[config.mk]
export PLATFORM = sky130hd
export DESIGN_NAME = mandel_load_dist
export DESIGN_NICKNAME = d
export VERILOG_FILES = /design/src/rtl/mandel_load_dist.sv
export SDC_FILE = /design/constraint.sdc
export NUM_CORES = 1
export LEC_CHECK = 0
export CORE_MARGIN = 3
export CORE_UTILIZATION = 47
export CTS_CLUSTER_DIAMETER = 60
export CTS_CLUSTER_SIZE = 24
export DETAILED_ROUTE_END_ITERATION = 7
export HOLD_SLACK_MARGIN = 0.03
export PLACE_DENSITY = 0.89
export SETUP_SLACK_MARGIN = 0.4
export SLEW_MARGIN = 5
export SYNTH_ARGS = -nofsm -noshare
export SYNTH_HDL_FRONTEND = slang
export SYNTH_SLANG_ARGS = --single-unit
[constraint.sdc]
create_clock -name clk -period 3.11 [get_ports clk]
set_input_delay 0.933 -clock clk [delete_from_list [all_inputs] [get_ports clk]]
set_output_delay 0.933 -clock clk [all_outputs]
set_load 0.01 [all_outputs]
[src/rtl/mandel_load_dist.sv]
// Round-robin job dispatcher and result collector for a bank of Mandelbrot solvers.
// Optional frame cycle statistics are enabled with LOADDIST_STATS_EN.
module mandel_load_dist #(
  parameter int NUM_SOLVERS  = 4,
  parameter int ITER_W       = 10,
  parameter int FRAME_PIXELS = 307200
) (
  input  logic                          clk,
  input  logic                          reset,
  input  logic                          iDraw,
  input  logic                          iCoordVal,
  input  logic [9:0]                    iVGAX,
  input  logic [8:0]                    iVGAY,
  input  logic [35:0]                   iCoordX,
  input  logic [35:0]                   iCoordY,
  output logic                          oLoadDistRdy,
  output logic [NUM_SOLVERS-1:0]        oSolverStart,
  output logic [NUM_SOLVERS-1:0]        oSolverAbort,
  output logic [35:0]                   oSolverCr,
  output logic [35:0]                   oSolverCi,
  input  logic [NUM_SOLVERS-1:0]        iSolverDone,
  input  logic [NUM_SOLVERS*ITER_W-1:0] iSolverIter,
  output logic [NUM_SOLVERS-1:0]        oSolverAck,
  output logic                          oPixVal,
  output logic [9:0]                    oPixX,
  output logic [8:0]                    oPixY,
  output logic [ITER_W-1:0]             oPixIter,
  input  logic                          iPixRdy,
  output logic                          oFrameDone,
  output logic [31:0]                   oFrameCycles
);

  localparam int PW = (NUM_SOLVERS > 1) ? $clog2(NUM_SOLVERS) : 1;
  localparam logic [18:0] FRAME_LAST = 19'(FRAME_PIXELS - 1);

  typedef enum logic [1:0] {
    S_IDLE,
    S_RUN,
    S_DONE
  } slot_t;

  typedef enum logic [1:0] {
    T_RUN,
    T_COMPLETE,
    T_FLUSH
  } top_t;

  slot_t         slot_st [NUM_SOLVERS];
  logic [9:0]    tag_x   [NUM_SOLVERS];
  logic [8:0]    tag_y   [NUM_SOLVERS];
  logic [PW-1:0] dptr;
  logic [PW-1:0] cptr;
  logic [18:0]   pix_cnt;
  top_t          top;
  top_t          top_n;

  logic          tgt_hit;
  logic [PW-1:0] tgt;
  logic          col_hit;
  logic [PW-1:0] col;
  logic          accept;
  logic          collect;
  logic          xfer;
  logic          frame_hit;
  logic          any_idle_n;

  function automatic logic [PW-1:0] ptr_inc(input logic [PW-1:0] p);
    if (int'(p) == NUM_SOLVERS - 1) return '0;
    return p + PW'(1);
  endfunction

  // Cyclic first-match search from each pointer.
  always_comb begin
    int di;
    int ci;
    tgt_hit = 1'b0;
    tgt     = '0;
    col_hit = 1'b0;
    col     = '0;
    di      = 0;
    ci      = 0;
    for (int i = 0; i < NUM_SOLVERS; i++) begin
      di = int'(dptr) + i;
      if (di >= NUM_SOLVERS) di = di - NUM_SOLVERS;
      ci = int'(cptr) + i;
      if (ci >= NUM_SOLVERS) ci = ci - NUM_SOLVERS;
      if (!tgt_hit && slot_st[di] == S_IDLE) begin
        tgt_hit = 1'b1;
        tgt     = PW'(di);
      end
      if (!col_hit && slot_st[ci] == S_DONE) begin
        col_hit = 1'b1;
        col     = PW'(ci);
      end
    end
  end

  assign accept    = iCoordVal && oLoadDistRdy && !iDraw;
  assign xfer      = oPixVal && iPixRdy;
  assign collect   = col_hit && (!oPixVal || iPixRdy) && !iDraw;
  assign frame_hit = xfer && (pix_cnt == FRAME_LAST);

  always_comb begin
    top_n = top;
    if (iDraw) begin
      top_n = T_FLUSH;
    end else if (top == T_FLUSH) begin
      top_n = T_RUN;
    end else if (top == T_RUN && frame_hit) begin
      top_n = T_COMPLETE;
    end
  end

  // Ready is registered from the slot states as they will be next cycle.
  always_comb begin
    any_idle_n = 1'b0;
    for (int k = 0; k < NUM_SOLVERS; k++) begin
      if ((slot_st[k] == S_IDLE && !(accept && int'(tgt) == k)) ||
          (collect && int'(col) == k)) begin
        any_idle_n = 1'b1;
      end
    end
  end

  always_ff @(posedge clk) begin
    if (reset) begin
      for (int k = 0; k < NUM_SOLVERS; k++) begin
        slot_st[k] <= S_IDLE;
        tag_x[k]   <= '0;
        tag_y[k]   <= '0;
      end
      dptr         <= '0;
      cptr         <= '0;
      pix_cnt      <= '0;
      top          <= T_RUN;
      oLoadDistRdy <= 1'b0;
      oSolverStart <= '0;
      oSolverAbort <= '0;
      oSolverAck   <= '0;
      oSolverCr    <= '0;
      oSolverCi    <= '0;
      oPixVal      <= 1'b0;
      oPixX        <= '0;
      oPixY        <= '0;
      oPixIter     <= '0;
      oFrameDone   <= 1'b0;
    end else begin
      top          <= top_n;
      oLoadDistRdy <= (top_n == T_RUN) && any_idle_n;
      oSolverStart <= '0;
      oSolverAbort <= '0;
      oSolverAck   <= '0;
      if (iDraw) begin
        for (int k = 0; k < NUM_SOLVERS; k++) begin
          oSolverAbort[k] <= (slot_st[k] != S_IDLE);
          slot_st[k]      <= S_IDLE;
        end
        dptr       <= '0;
        cptr       <= '0;
        pix_cnt    <= '0;
        oPixVal    <= 1'b0;
        oFrameDone <= 1'b0;
      end else begin
        for (int k = 0; k < NUM_SOLVERS; k++) begin
          if (slot_st[k] == S_RUN && iSolverDone[k]) slot_st[k] <= S_DONE;
        end
        if (accept) begin
          slot_st[tgt]      <= S_RUN;
          tag_x[tgt]        <= iVGAX;
          tag_y[tgt]        <= iVGAY;
          oSolverStart[tgt] <= 1'b1;
          oSolverCr         <= iCoordX;
          oSolverCi         <= iCoordY;
          dptr              <= ptr_inc(tgt);
        end
        if (xfer) begin
          oPixVal <= 1'b0;
          pix_cnt <= pix_cnt + 19'd1;
          if (frame_hit) oFrameDone <= 1'b1;
        end
        // Reload in the same cycle the held result is taken.
        if (collect) begin
          oPixVal         <= 1'b1;
          oPixX           <= tag_x[col];
          oPixY           <= tag_y[col];
          oPixIter        <= iSolverIter[int'(col)*ITER_W +: ITER_W];
          oSolverAck[col] <= 1'b1;
          slot_st[col]    <= S_IDLE;
          cptr            <= ptr_inc(col);
        end
      end
    end
  end

`ifdef LOADDIST_STATS_EN
  logic [31:0] fc;
  logic        fc_run;
  logic        fc_hold;

  always_ff @(posedge clk) begin
    if (reset || iDraw) begin
      fc      <= '0;
      fc_run  <= 1'b0;
      fc_hold <= 1'b0;
    end else if (!fc_run && !fc_hold && accept) begin
      fc_run <= 1'b1;
      fc     <= 32'd1;
    end else if (fc_run) begin
      if (fc != 32'hFFFF_FFFF) fc <= fc + 32'd1;
      if (frame_hit) begin
        fc_run  <= 1'b0;
        fc_hold <= 1'b1;
      end
    end
  end

  assign oFrameCycles = fc;
`else
  assign oFrameCycles = '0;
`endif

endmodule

==> out/metrics.yaml <==
status: "finished, final reports clean"
yosysSeqAreaShare_pct: 55.4
post-route-period-util_pct: 87.5
clkSinkCount: 229
vias_per_cell: 5.21
cp_slowest_cell: "mux4_2"
maxSlewHeadroom_pct: 50.0
ir_drop_mv: 0.454
ioPinCount: 288
syn_to_final_growth_pct: 38.2
setup_tns_ns: 0
slowest_delay_ns: 0.55
drive_gt1_share_pct: 10.3
grt_max_degree: 74
cp_top_family: "simple AND/OR/NAND/NOR gates"
p_leak_nw: 4.71
grt_pass1_wl_mm: 39.7
drc: 0
fmax_mhz: 367
r2r_cells: 10
grt_overflow: 0
worstReg2RegEnd: "oLoadDistRdy$_SDFF_PP0_"
n_antenna_cell: 0
synth_edf_count: 76
holdCritStartpoint: "oSolverCr[10]$_SDFFE_PP0P_"
p_per_area_nw_per_um2: 453
cp_max_fo: 6
gp_congestion: 0.817
cp-endpoint: "oLoadDistRdy$_SDFF_PP0_"
synth_top_cell_area_share_pct: 31.7
wl_per_cell_um: 17.5
cts.clk_slew.worst_paths_ns: 0.08
clock_latency_ns: 0.51
drt_iter0_drc: 462
yosysWarnings: 0
whs_ns: 0.454
vias: 7711
die_width_um: 149
holdBufCountCts: 0
multi_input_area_um2: 4030
clockBufferDepth: 3
seqCellArea_um2: 5350
die-height_um: 149
yosysMostFrequentCell: "nand2_1"
antenna_found_initial: 0
synthFlopType: "dfxtp_1"
cts_root_buffer: "clkbuf_16"
cp_num_cells: 10
rows: 51
core_area_um2: 19800
portBuffers: 255
path_buf_inv: 2
synth_cell_types: 54
synth.cell_area_um2: 9660
timing.rr.start: "slot_st[0][1]$_SDFFE_PP0P_"
worst_pin_slew_ns: 0.750
ctsHtreeMaxLevel: 1
avgSynthCellArea_um2: 10.2
initial_core_util_pct: 48.7
ys_ff_latch: 229
crit_start: "slot_st[0][1]$_SDFFE_PP0P_"
yosysTopAreaCell: "dfxtp_1"
die_area_um2: 22300
drv_cap: 0
fill_cells: 1418
synth.area.top_cells: "dfxtp_1 32%, edfxtp_1 24%, nand2_1 7.5%, mux2i_1 6.2%, and2_1 5.4%"
synthTopCellsByCount: "192 x nand2_1, 153 x dfxtp_1, 88 x a21oi_1, 84 x and2_1, 76 x edfxtp_1"
finalMaxSlewViolations: 0
dpl.hpwl_mm: 17.1
routed_wl_mm: 25.9
end_kind: "flop"
worstSetupPathType: "reg2reg"
hold_path.class: "reg2reg"
hold_viol: 0
layout_min_cycle_time_ns: 2.72
cts_made_buffers: 18
synth_cells: 943
required_ns: 3.49
drt_first_pass_iters: 6
async_flop_share_pct: 0
finalSetupViolCount: 0
start_kind: "flop"
grt_pass1_vias: 7790
cp_cell_sequence: "nor2b_2 > mux4_2 > o21ai_2 > o41ai_4 > buf_4 > bufbuf_16 > ha_4 > nor4_4 > o211ai_1 > and3_1"
rsz0062_at_grt: "yes"
nets: 1352
cts_tree: "built"
grt.total_usage_pct: 22.0
ant_nets: 0
arrival_ns: 3.10
r2r_setup_slack_ns: 0.39
final_util_pct: 67.2
finalClockSkew_ns: 0.0299
-- cell families (layout without fill, tap and decap cells) --
kind of cell	Yosys count	after routing	share of synthesized area, %
AND/OR/NAND/NOR	382	383	18.6
flip-flops	229	229	55.4
AO/OA/AOI/OAI	146	146	10.6
buffers and inverters	96	335	5.62
multiplexers	64	64	7.15
XOR/XNOR	16	16	1.45
adder cells (fa/ha/maj)	9	9	1.17
other	1	32	0.0388
-- state kept, by name, summed over array words and instances (netlist names), 2 cells and up, named ones only --
| name | cells |
|---|---|
| cptr | 2 |
| tag_x | 40 |
| slot_st | 8 |
| oSolverCi | 36 |
| oSolverAck | 4 |
| top | 2 |
| oSolverCr | 36 |
| oSolverAbort | 4 |
| tag_y | 36 |
| oSolverStart | 4 |
| pix_cnt | 19 |
| oPixX | 10 |
| dptr | 2 |
| oPixY | 9 |
| oPixIter | 10 |
-- layer usage --
layer / vias to the layer above / GRT usage [%] / share of wire (%)
li1: 3686 / - / -
met1: 3629 / 24.6 / 37
met2: 343 / 39.7 / 51
met3: 53 / 7.14 / 9.7
met4: 0 / 7.19 / 2.7
met5: - / 0 / 0
-- per-stage QoR --
stage | std cells | instance area, µm² | power, mW | setup slack, ns
2_1_floorplan | 974 | 9770 | 3.40 | 0.483
3_3_place_gp | 1435 | 12500 | 3.65 | 0.202
3_5_place_dp | 1435 | 12500 | 3.66 | 0.130
4_1_cts | 1473 | 13200 | 6.09 | 0.409
5_1_grt | 1479 | 13300 | 6.26 | 0.333
6_report | 1479 | 13300 | 6.05 | 0.388
-- layout by cell type (no fill, tap or decap), drive strengths merged, types with 2 or more instances in the layout --
master and count:
nand4 4, nand3 9, dfxtp 153, nor2 51, clkinv 3, nor4 4, conb 32, mux4 3
nor3 3, a2111oi 4, a31o 2, nand2 192, and4 2, and2 84, xnor2 7, nor2b 7
clkdlybuf4s50 254, clkbuf 22, o21ai 6, mux2i 61, xor2 9, a21oi 88, o41ai 2, inv 12
nand2b 10, or2 7, and3 4, buf 41, nor3b 2, o221ai 29, edfxtp 76, a31oi 4
ha 9, or3 2
-- worst register-to-register path: stages (launching register included) --
cell and delay, ns:
dfxtp_4 0.36, nor2b_2 0.18, mux4_2 0.55, o21ai_2 0.22
o41ai_4 0.12, buf_4 0.16, bufbuf_16 0.26, ha_4 0.17
nor4_4 0.28, o211ai_1 0.14, and3_1 0.20
-- cell type report --
class / count / area share (%)
clock buffers: 22 / 3.81
clock inverters: 9 / 0.919
inverters: 8 / 0.225
multi-input cells: 650 / 30.2
flip-flops and latches: 229 / 40.1
well taps: 265 / 2.48
repair buffers: 296 / 22.2
-- power by group --
part           internal (mW)  switching, mW  leakage (nW)  total [mW]
combinational          0.243          0.195          2.38       0.438
clock                   1.30           1.15         0.305        2.45
sequential              3.14         0.0236          2.03        3.16
total                   4.68           1.37          4.71        6.05
-- worst min path at each step --
stage                                       to  slack [ns]  cells past startpoint
detailed placement  oSolverCi[19]$_SDFFE_PP0P_        0.45                      2
global placement    oSolverCr[10]$_SDFFE_PP0P_        0.44                      2
CTS                 oSolverCi[19]$_SDFFE_PP0P_        0.46                      2
floorplan                    top[0]$_SDFF_PP0_        0.44                      2
global route        oSolverCr[29]$_SDFFE_PP0P_        0.48                      2
finish              oSolverCr[10]$_SDFFE_PP0P_        0.45                      2
-- timing repair --
action	CTS	global route
endpoints found under the setup margin	10	47
resized for setup	11	21
pin swaps	4	6
setup buffers	5	5
gates cloned	2	1
(Power assumes the default switching activity.)
